--- src/rtl/cpu_ctrl_pkg.sv ---
// cpu_ctrl_pkg: state encodings, opcode constants and opcode classification
// shared by the control sequencer and its timer.
`default_nettype none
`timescale 1ns/1ps
package cpu_ctrl_pkg;

   localparam logic [2:0] ST_IDLE      = 3'd0;
   localparam logic [2:0] ST_FETCH     = 3'd1;
   localparam logic [2:0] ST_DECODE    = 3'd2;
   localparam logic [2:0] ST_REGREAD   = 3'd3;
   localparam logic [2:0] ST_EXECUTE   = 3'd4;
   localparam logic [2:0] ST_MEMORY    = 3'd5;
   localparam logic [2:0] ST_WRITEBACK = 3'd6;
   localparam logic [2:0] ST_HALTED    = 3'd7;

   localparam logic [3:0] OP_LOAD  = 4'b1000;
   localparam logic [3:0] OP_STORE = 4'b1001;
   localparam logic [3:0] OP_JUMP  = 4'b1100;
   localparam logic [3:0] OP_HALT  = 4'b1111;

   function automatic logic is_mem_op(input logic [3:0] op);
      return (op == OP_LOAD) || (op == OP_STORE);
   endfunction

   function automatic logic has_writeback(input logic [3:0] op);
      return !((op == OP_STORE) || (op == OP_JUMP) || (op == OP_HALT));
   endfunction

endpackage
`default_nettype wire

--- src/rtl/mem_wait_timer.sv ---
// mem_wait_timer: counts consecutive memory-wait cycles and flags the cycle
// on which the MEM_WAIT_MAX-th consecutive wait would occur.
`default_nettype none
`timescale 1ns/1ps
module mem_wait_timer #(
   parameter int MEM_WAIT_MAX = 15
) (
   input  logic clock,
   input  logic reset_n,
   input  logic i_clear,
   input  logic i_count,
   output logic o_timeout
);

   logic [7:0] r_cnt;

   always_ff @(posedge clock or negedge reset_n) begin
      if (!reset_n) begin
         r_cnt <= 8'd0;
      end else if (i_clear) begin
         r_cnt <= 8'd0;
      end else if (i_count && (r_cnt != 8'hFF)) begin
         r_cnt <= r_cnt + 8'd1;
      end
   end

   // r_cnt holds the waits already seen, so this is the MEM_WAIT_MAX-th one
   assign o_timeout = i_count && (r_cnt == 8'(MEM_WAIT_MAX - 1));

endmodule
`default_nettype wire

--- src/rtl/cpu_control_sequencer.sv ---
// cpu_control_sequencer: multi-cycle fetch/decode/regread/execute/memory/
// writeback control FSM with halt handling and memory-timeout fault.
`default_nettype none
`timescale 1ns/1ps
module cpu_control_sequencer
   import cpu_ctrl_pkg::*;
#(
   parameter int MEM_WAIT_MAX = 15,
   parameter int CNT_W        = 16
) (
   input  logic             clock,
   input  logic             reset_n,
   input  logic             run,
   input  logic             halt_req,
   input  logic [3:0]       opcode,
   input  logic             mem_ready,
   output logic             en_fetch,
   output logic             en_decode,
   output logic             en_regread,
   output logic             en_alu,
   output logic             en_mem,
   output logic             en_regwrite,
   output logic [2:0]       state,
   output logic             busy,
   output logic             halted,
   output logic             fault,
   output logic [CNT_W-1:0] instr_count
);

   logic [2:0]       r_state;
   logic [2:0]       w_next;
   logic [3:0]       r_op;
   logic             r_run_q;
   logic             r_fault;
   logic [CNT_W-1:0] r_count;
   logic             w_count;
   logic             w_clear;
   logic             w_timeout;
   logic             w_retire;
   logic             w_run_rise;

   assign w_count    = ((r_state == ST_FETCH) || (r_state == ST_MEMORY)) && !mem_ready;
   assign w_clear    = !w_count;
   assign w_run_rise = run && !r_run_q;

   mem_wait_timer #(
      .MEM_WAIT_MAX (MEM_WAIT_MAX)
   ) u_mem_wait_timer (
      .clock     (clock),
      .reset_n   (reset_n),
      .i_clear   (w_clear),
      .i_count   (w_count),
      .o_timeout (w_timeout)
   );

   always_ff @(posedge clock or negedge reset_n) begin
      if (!reset_n) begin
         r_state <= ST_IDLE;
      end else begin
         r_state <= w_next;
      end
   end

   always_comb begin
      w_next   = r_state;
      w_retire = 1'b0;
      case (r_state)
         ST_IDLE: begin
            if (run) w_next = ST_FETCH;
         end
         ST_FETCH: begin
            if (mem_ready)      w_next = ST_DECODE;
            else if (w_timeout) w_next = ST_HALTED;
         end
         ST_DECODE: begin
            w_next = ST_REGREAD;
         end
         ST_REGREAD: begin
            w_next = (opcode == OP_HALT) ? ST_HALTED : ST_EXECUTE;
         end
         ST_EXECUTE: begin
            if (is_mem_op(r_op))          w_next = ST_MEMORY;
            else if (has_writeback(r_op)) w_next = ST_WRITEBACK;
            else                          w_retire = 1'b1;
         end
         ST_MEMORY: begin
            if (mem_ready) begin
               if (has_writeback(r_op)) w_next = ST_WRITEBACK;
               else                     w_retire = 1'b1;
            end else if (w_timeout) begin
               w_next = ST_HALTED;
            end
         end
         ST_WRITEBACK: begin
            w_retire = 1'b1;
         end
         ST_HALTED: begin
            if (w_run_rise) w_next = ST_IDLE;
         end
      endcase
      // run/halt_req only matter at an instruction boundary
      if (w_retire) begin
         if (halt_req) w_next = ST_HALTED;
         else if (run) w_next = ST_FETCH;
         else          w_next = ST_IDLE;
      end
   end

   always_comb begin
      en_fetch    = (r_state == ST_FETCH);
      en_decode   = (r_state == ST_DECODE);
      en_regread  = (r_state == ST_REGREAD);
      en_alu      = (r_state == ST_EXECUTE);
      en_mem      = (r_state == ST_MEMORY);
      en_regwrite = (r_state == ST_WRITEBACK);
      busy        = (r_state != ST_IDLE) && (r_state != ST_HALTED);
      halted      = (r_state == ST_HALTED);
      state       = r_state;
      fault       = r_fault;
      instr_count = r_count;
   end

   always_ff @(posedge clock or negedge reset_n) begin
      if (!reset_n) begin
         r_op    <= 4'd0;
         r_run_q <= 1'b0;
         r_fault <= 1'b0;
         r_count <= '0;
      end else begin
         r_run_q <= run;
         if (r_state == ST_REGREAD) r_op <= opcode;
         if (w_timeout)                                r_fault <= 1'b1;
         else if ((r_state == ST_HALTED) && w_run_rise) r_fault <= 1'b0;
         if (w_retire) r_count <= r_count + 1'b1;
      end
   end

endmodule
`default_nettype wire
--- config.mk ---
export PLATFORM = sky130hd
export DESIGN_NAME = cpu_control_sequencer
export DESIGN_NICKNAME = d
export VERILOG_FILES = /design/src/rtl/cpu_ctrl_pkg.sv /design/src/rtl/mem_wait_timer.sv /design/src/rtl/cpu_control_sequencer.sv
export SDC_FILE = /design/constraint.sdc
export NUM_CORES = 1
export LEC_CHECK = 0
export CORE_ASPECT_RATIO = 1.25
export CORE_UTILIZATION = 46
export DETAILED_ROUTE_END_ITERATION = 8
export GPL_TIMING_DRIVEN = 1
export PLACE_DENSITY = 0.77
export REMOVE_ABC_BUFFERS = 1
export SKIP_CTS_REPAIR_TIMING = 1
export SYNTH_ARGS = -nofsm -noshare
export SYNTH_HDL_FRONTEND = slang
export SYNTH_SLANG_ARGS = --single-unit
--- constraint.sdc ---
create_clock -name clock -period 1.6 [get_ports clock]
set_input_delay 0.16 -clock clock [delete_from_list [all_inputs] [get_ports clock]]
set_output_delay 0.16 -clock clock [all_outputs]
set_load 0.02 [all_outputs]
==> results of run 1 <==
## per-stage QoR
| stage | setup slack (ps) | instances |
|---|---|---|
| after floorplan | -251.7 | 176 |
| after global placement | -132.2 | 292 |
| after detailed placement | -167.1 | 292 |
| after CTS | -287.9 | 300 |
| after global routing | -293.2 | 309 |
| final | -223.7 | 309 |
## routing by layer
metal  vias to the layer above  wire (µm)  GRT usage, %
met3                         6        155         5.458
met2                        39       2269         33.33
met5                         -          0             0
met1                       779       1862         24.63
met4                         0         63         9.259
li1                        806          -             -
## cell type report
cell class                      instances  area [µm²]
Clock buffer                            5       68.82
Clock inverter                          3       17.52
Fill cell                             296        1037
Inverter                                7       26.28
Multi-Input combinational cell        137        1131
Sequential cell                        33       828.3
Tap cell                               54       67.56
Timing Repair Buffer                   70       670.6
## where the power goes
group | switching (mW) | leakage (nW) | total (mW) | internal (mW)
Clock | 0.311 | 0.0439 | 0.610 | 0.300
Combinational | 1.22 | 0.922 | 2.51 | 1.29
Sequential | 0.203 | 0.398 | 1.20 | 0.999
## kinds of logic after synthesis
logic type	after synthesis	share of synthesized area (%)
AO/OA/AOI/OAI	26	11.42
XOR/XNOR	20	9.637
buffers and inverters	18	4.489
multiplexers	5	2.904
AND/OR/NAND/NOR	82	26.01
adder cells (fa/ha/maj)	3	1.980
flip-flops	33	43.56
## state kept, by name, summed over array words and instances (netlist names)
signal and flops:
instr_count 16, u_mem_wait_timer.r_cnt 8, r_op 4, state 3, fault 1, r_run_q 1
## placed cells by master, fill, tap and decap left out, drive strengths merged, types with 7 or more instances in the layout
cell type / count
a31oi: 7
clkdlybuf4s50: 25
nor3: 12
nor3b: 7
nor2: 9
xor2: 11
xnor2: 9
nand2: 17
dlymetal6s2s: 11
nand4: 7
inv: 7
dfrtp: 33
nand3: 7
buf: 34
## path summary, 6_finish.rpt
| kind | slack [ps] | to | depth (start not counted) |
|---|---|---|---|
| worst min-delay path | 280 | instr_count[9] | 2 |
| max in group asynchronous | 1000 | u_mem_wait_timer.r_cnt[0] | 2 |
| worst max register to register | -220 | instr_count[10] | 6 |
| worst min register to register | 470 | instr_count[15] | 1 |
| worst max-delay path | -220 | instr_count[10] | 6 |
| min in group clock | 450 | r_run_q | 1 |
## critical path, delay by kind of cell (launching register included)
family          cells  cell delay, ps
xor+xnor            2             430
buf+inv             1             150
simple gates        1             140
compound gates      2             570
flops               1             430
==> key figures, run 1 <==
Run status
  – Status: finished, violations left
  – Failing checks: negative setup slack

Clocking
  – Worst-path clk slew: roughly 70 ps
  – TritonCTS clock tree: built
  – Cts bufs inserted: 5
  – Clock insertion delay at the later pin of the skew report: 290 ps
  – Deepest clock path buffer count: 2
  – Root Buffer: clkbuf_8
  – Sink Count: 33
  – H-tree levels: 2

Worst setup path
  – CP required: ~1800 ps
  – Setup crit start: r_op[1]
  – Cells along the critical path: xnor2_2 > a31oi_4 > o32a_4 > buf_4 > nor4_4 > xor2_1
  – Critical path's slowest cell: dfrtp_1
  – Worst-path maximum fanout: 5
  – Startpoint Class: flip-flop
  – Critical Setup Path Class: reg -> reg
  – Crit path capture type: flip-flop
  – CP max stage delay: 430 ps
  – Critical Path AT: 2030 ps
  – Reg2reg start: r_op[1]

STA
  – RSZ-0062 raised after global routing: yes
  – Worst setup margin: -223.7 ps
  – Relative slew slack: between 70 and 80%
  – Hold WS: 276.9 ps
  – Setup violators final: 16
  – Final period util: 114.0%
  – Minimum clock period after layout: 1824 ps
  – Max Clk Rate: 548.3 MHz
  – Worst-Margin Slew: 413.8 ps
  – Fin. Hold Viols: 0
  – Setup_tns: -1740 ps
  – Clock skew: 8.498 ps
  – Fin. max-slew vios: 0

Logic synthesis
  – Ranking of synthesized cells by area: dfrtp_1 (44%), xor2_1 (5.1%), xnor2_1 (3.7%)
  – Mapped Cells: 187
  – Syn Area/Cell: 10.14 µm²
  – Number of flops mapped to enable cells by yosys: 0
  – Post-synth top cells: dfrtp_1 (33), nand2_1 (17), xor2_1 (11)
  – Synth unique cells: 48
  – Top cell type's share of synthesized area: ~44%
  – Synth Register Bits: 33
  – Syn Std Cell Area: 1896 µm²
  – Share of flip-flops with an asynchronous set or reset: 100.0%
  – YS warnings: 0
  – Count leader, synth: dfrtp_1
  – Dominant cell type by area after synthesis: dfrtp_1
  – Ys flop type: dfrtp_1
  – Register area share after synthesis: 43.56%

Floorplan
  – Initial Util: between 40% and 50%
  – Row cnt: 25
  – Die ar.: 4383 µm²
  – Die Y: 73.77 µm
  – Placeable core area: 3847 µm²
  – Top Ports: 37
  – Die width: 59.42 µm

Place
  – Global placement routability congestion: 0.7943
  – Dpl cell area: about 2500 µm²
  – PortBufs: 36
  – Final HPWL DP: around 3.0 mm

Global route
  – Largest net degree at the start of global routing: 34
  – First-pass GRT wire length: roughly 6.6 mm
  – Initial antenna violation count: 0
  – Total grt overflow: 0
  – Aggregate global-route resource usage: just over 20%
  – Vias in the first global route: 1523

Pwr
  – Pwr Total: approximately 4.3 mW
  – PD cells: approximately 1500 nW/µm²
  – IR drop worst, VDD: 1.071 mV
  – Leakage power: 1.363 nW

Route
  – Drt wl/cell: about 14 µm
  – Residual DRC: 0
  – Final wirelength: 4.351 mm
  – Post-DR vias/cell: 5.275
  – Drt pass-1 iters: 4
  – Routed Antenna Nets: 0
  – Via Count: 1630
  – Initial DRC count: 43

Final layout
  – Design Area, Final: 2810 µm²
  – Final Net Count: 266
  – Final core utilization: 73.04%
  – Layout cell share with drive strength beyond 1: around 29%
  – Area Overhead vs Synth: 48.25%
  – Diode count: 0

Min path
  – Hold Path Class: in -> async

Run
  – Max-capacitance violation count: 0
Note: power is estimated with default switching activity, not from simulation.
==> inputs of run 2 (changes only) <==
CAP_MARGIN = 20   (was unset)
==> results of run 2 <==
The final DEF is identical to that of run 1; final timing and power are the same.
==> inputs of run 3 (changes only) <==
CORE_ASPECT_RATIO = 1.75   (was 1.25)
==> key figures, run 3 (synthesis results as in run 1) <==
Run status
  – Status: finished, violations left
  – Failing checks: negative setup slack

STA
  – Setup_tns: -1856 ps
  – Max Clk Rate: between 500 and 600 MHz
  – Fin. max-slew vios: 0
  – Final period util: 110.8%
  – Fin. Hold Viols: 0
  – Clock skew: 4.793 ps
  – Minimum clock period after layout: 1773 ps
  – Worst-Margin Slew: ~440 ps
  – Setup violators final: 18
  – RSZ-0062 raised after global routing: yes
  – Hold WS: about 280 ps
  – Worst setup margin: -172.8 ps
  – Relative slew slack: a little over two thirds

Worst setup path
  – Reg2reg start: r_op[1]
  – Setup crit start: r_op[1]
  – CP required: 1770 ps
  – Crit path capture type: flip-flop
  – Startpoint Class: flip-flop
  – Critical Setup Path Class: reg -> reg
  – Crit path to: instr_count[11]
  – Reg2reg setup slack: -170 ps
  – Critical R2R Capture: instr_count[11]
  – Critical Path AT: 1940 ps
  – R2R depth: 6
  – Worst-path maximum fanout: 5

Floorplan
  – Top Ports: 37
  – Die Y: 86.92 µm
  – Die ar.: 4392 µm²
  – Placeable core area: 3904 µm²
  – Initial Util: 48.56%
  – Row cnt: 30
  – Die width: between 50 and 60 µm

Pwr
  – PD cells: 1648 nW/µm²
  – Leakage power: 1.302 nW
  – Pwr Total: 4.669 mW
  – IR drop worst, VDD: about 1.3 mV

Route
  – Residual DRC: 0
  – Initial DRC count: 48
  – Via Count: 1737
  – Drt wl/cell: 16.10 µm
  – Post-DR vias/cell: 5.695
  – Final wirelength: between 4 and 5 mm
  – Routed Antenna Nets: 0
  – Drt pass-1 iters: 4

Global route
  – Total grt overflow: 0
  – Aggregate global-route resource usage: 21.76%
  – Vias in the first global route: 1624
  – Initial antenna violation count: 0
  – Largest net degree at the start of global routing: 34
  – First-pass GRT wire length: 7.113 mm

Final layout
  – Area Overhead vs Synth: 49.51%
  – Sequential cell area: 833.3 µm²
  – Max reg flops: 16
  – Multi-input logic area: 1127 µm²
  – Non-filler cells, final: approximately 310
  – Diode count: 0
  – Design Area, Final: 2834 µm²
  – Fillers: 279
  – Final core utilization: 72.60%
  – Commonest non-fill, non-tap cells in the layout: buf_4 (32), dfrtp_1 (27), clkdlybuf4s50_1 (25), nand2_1 (16)
  – Layout cell share with drive strength beyond 1: 30.35%
  – Final Net Count: 268
  – Commonest non-fill, non-tap cell in the layout: buf_4

Clocking
  – Clock insertion delay at the later pin of the skew report: ~280 ps
  – H-tree levels: 2
  – TritonCTS clock tree: built
  – Sink Count: 33
  – Root Buffer: clkbuf_8
  – Worst-path clk slew: 70 ps
  – Deepest clock path buffer count: 2
  – Cts bufs inserted: 5

Run
  – Max-capacitance violation count: 0

Place
  – Global placement routability congestion: just over 0.8
  – PortBufs: 36
  – Placed cells: 291
  – Final HPWL DP: approximately 3.3 mm
  – Pre-CTS setup slack: -217.7 ps
  – Dpl cell area: about 2500 µm²

Min path
  – Hold Path Class: in -> async
-- run 3: cell count changes in the layout (fill, tap and decap cells not counted), moves of 3 or more --
| cell | previous run | this run |
|---|---|---|
| buf_4 | 29 | 32 |
| dfrtp_1 | 31 | 27 |
| nor3_2 | 0 | 7 |
| dfrtp_2 | 2 | 6 |
| nor3_4 | 6 | 1 |
-- run 3: power breakdown --
group          leakage [nW]  switching, mW  internal [mW]
Clock                0.0585          0.297          0.507
Sequential            0.394          0.247           1.01
Combinational         0.849           1.27           1.34
Total                  1.30           1.81           2.86
-- run 3: worst min-delay path by stage --
| stage | start | endpoint | slack [ps] | cells after the start |
|---|---|---|---|---|
| global placement | instr_count[15] | instr_count[15] | 460 | 1 |
| floorplan | reset_n | fault | -140 | 0 |
| finish | reset_n | instr_count[10] | 280 | 2 |
| detailed placement | instr_count[15] | instr_count[15] | 460 | 1 |
| global route | reset_n | instr_count[8] | 310 | 2 |
| CTS | reset_n | instr_count[8] | 300 | 2 |
-- run 3: critical path: stages, from the launching register on --
cell     delay (ps)
dfrtp_2         460
xnor2_4         220
a31oi_4         140
buf_6           160
o32ai_4         360
nand4_1         160
xnor2_1         160
-- run 3: routing by layer --
metal	up-vias	wire length, µm	GRT usage, %
li1	815	-	-
met1	845	1864	23.15
met2	69	2741	40.73
met3	8	215	4.538
met4	0	90	8.333
met5	-	0	0
-- run 3: cell type report --
cell class	count	area share, %
multi-input cells	138	39.78
flip-flops and latches	33	29.40
repair buffers	71	23.66
clock buffers	7	3.046
well taps	48	2.119
clock inverters	1	1.060
inverters	7	0.9272
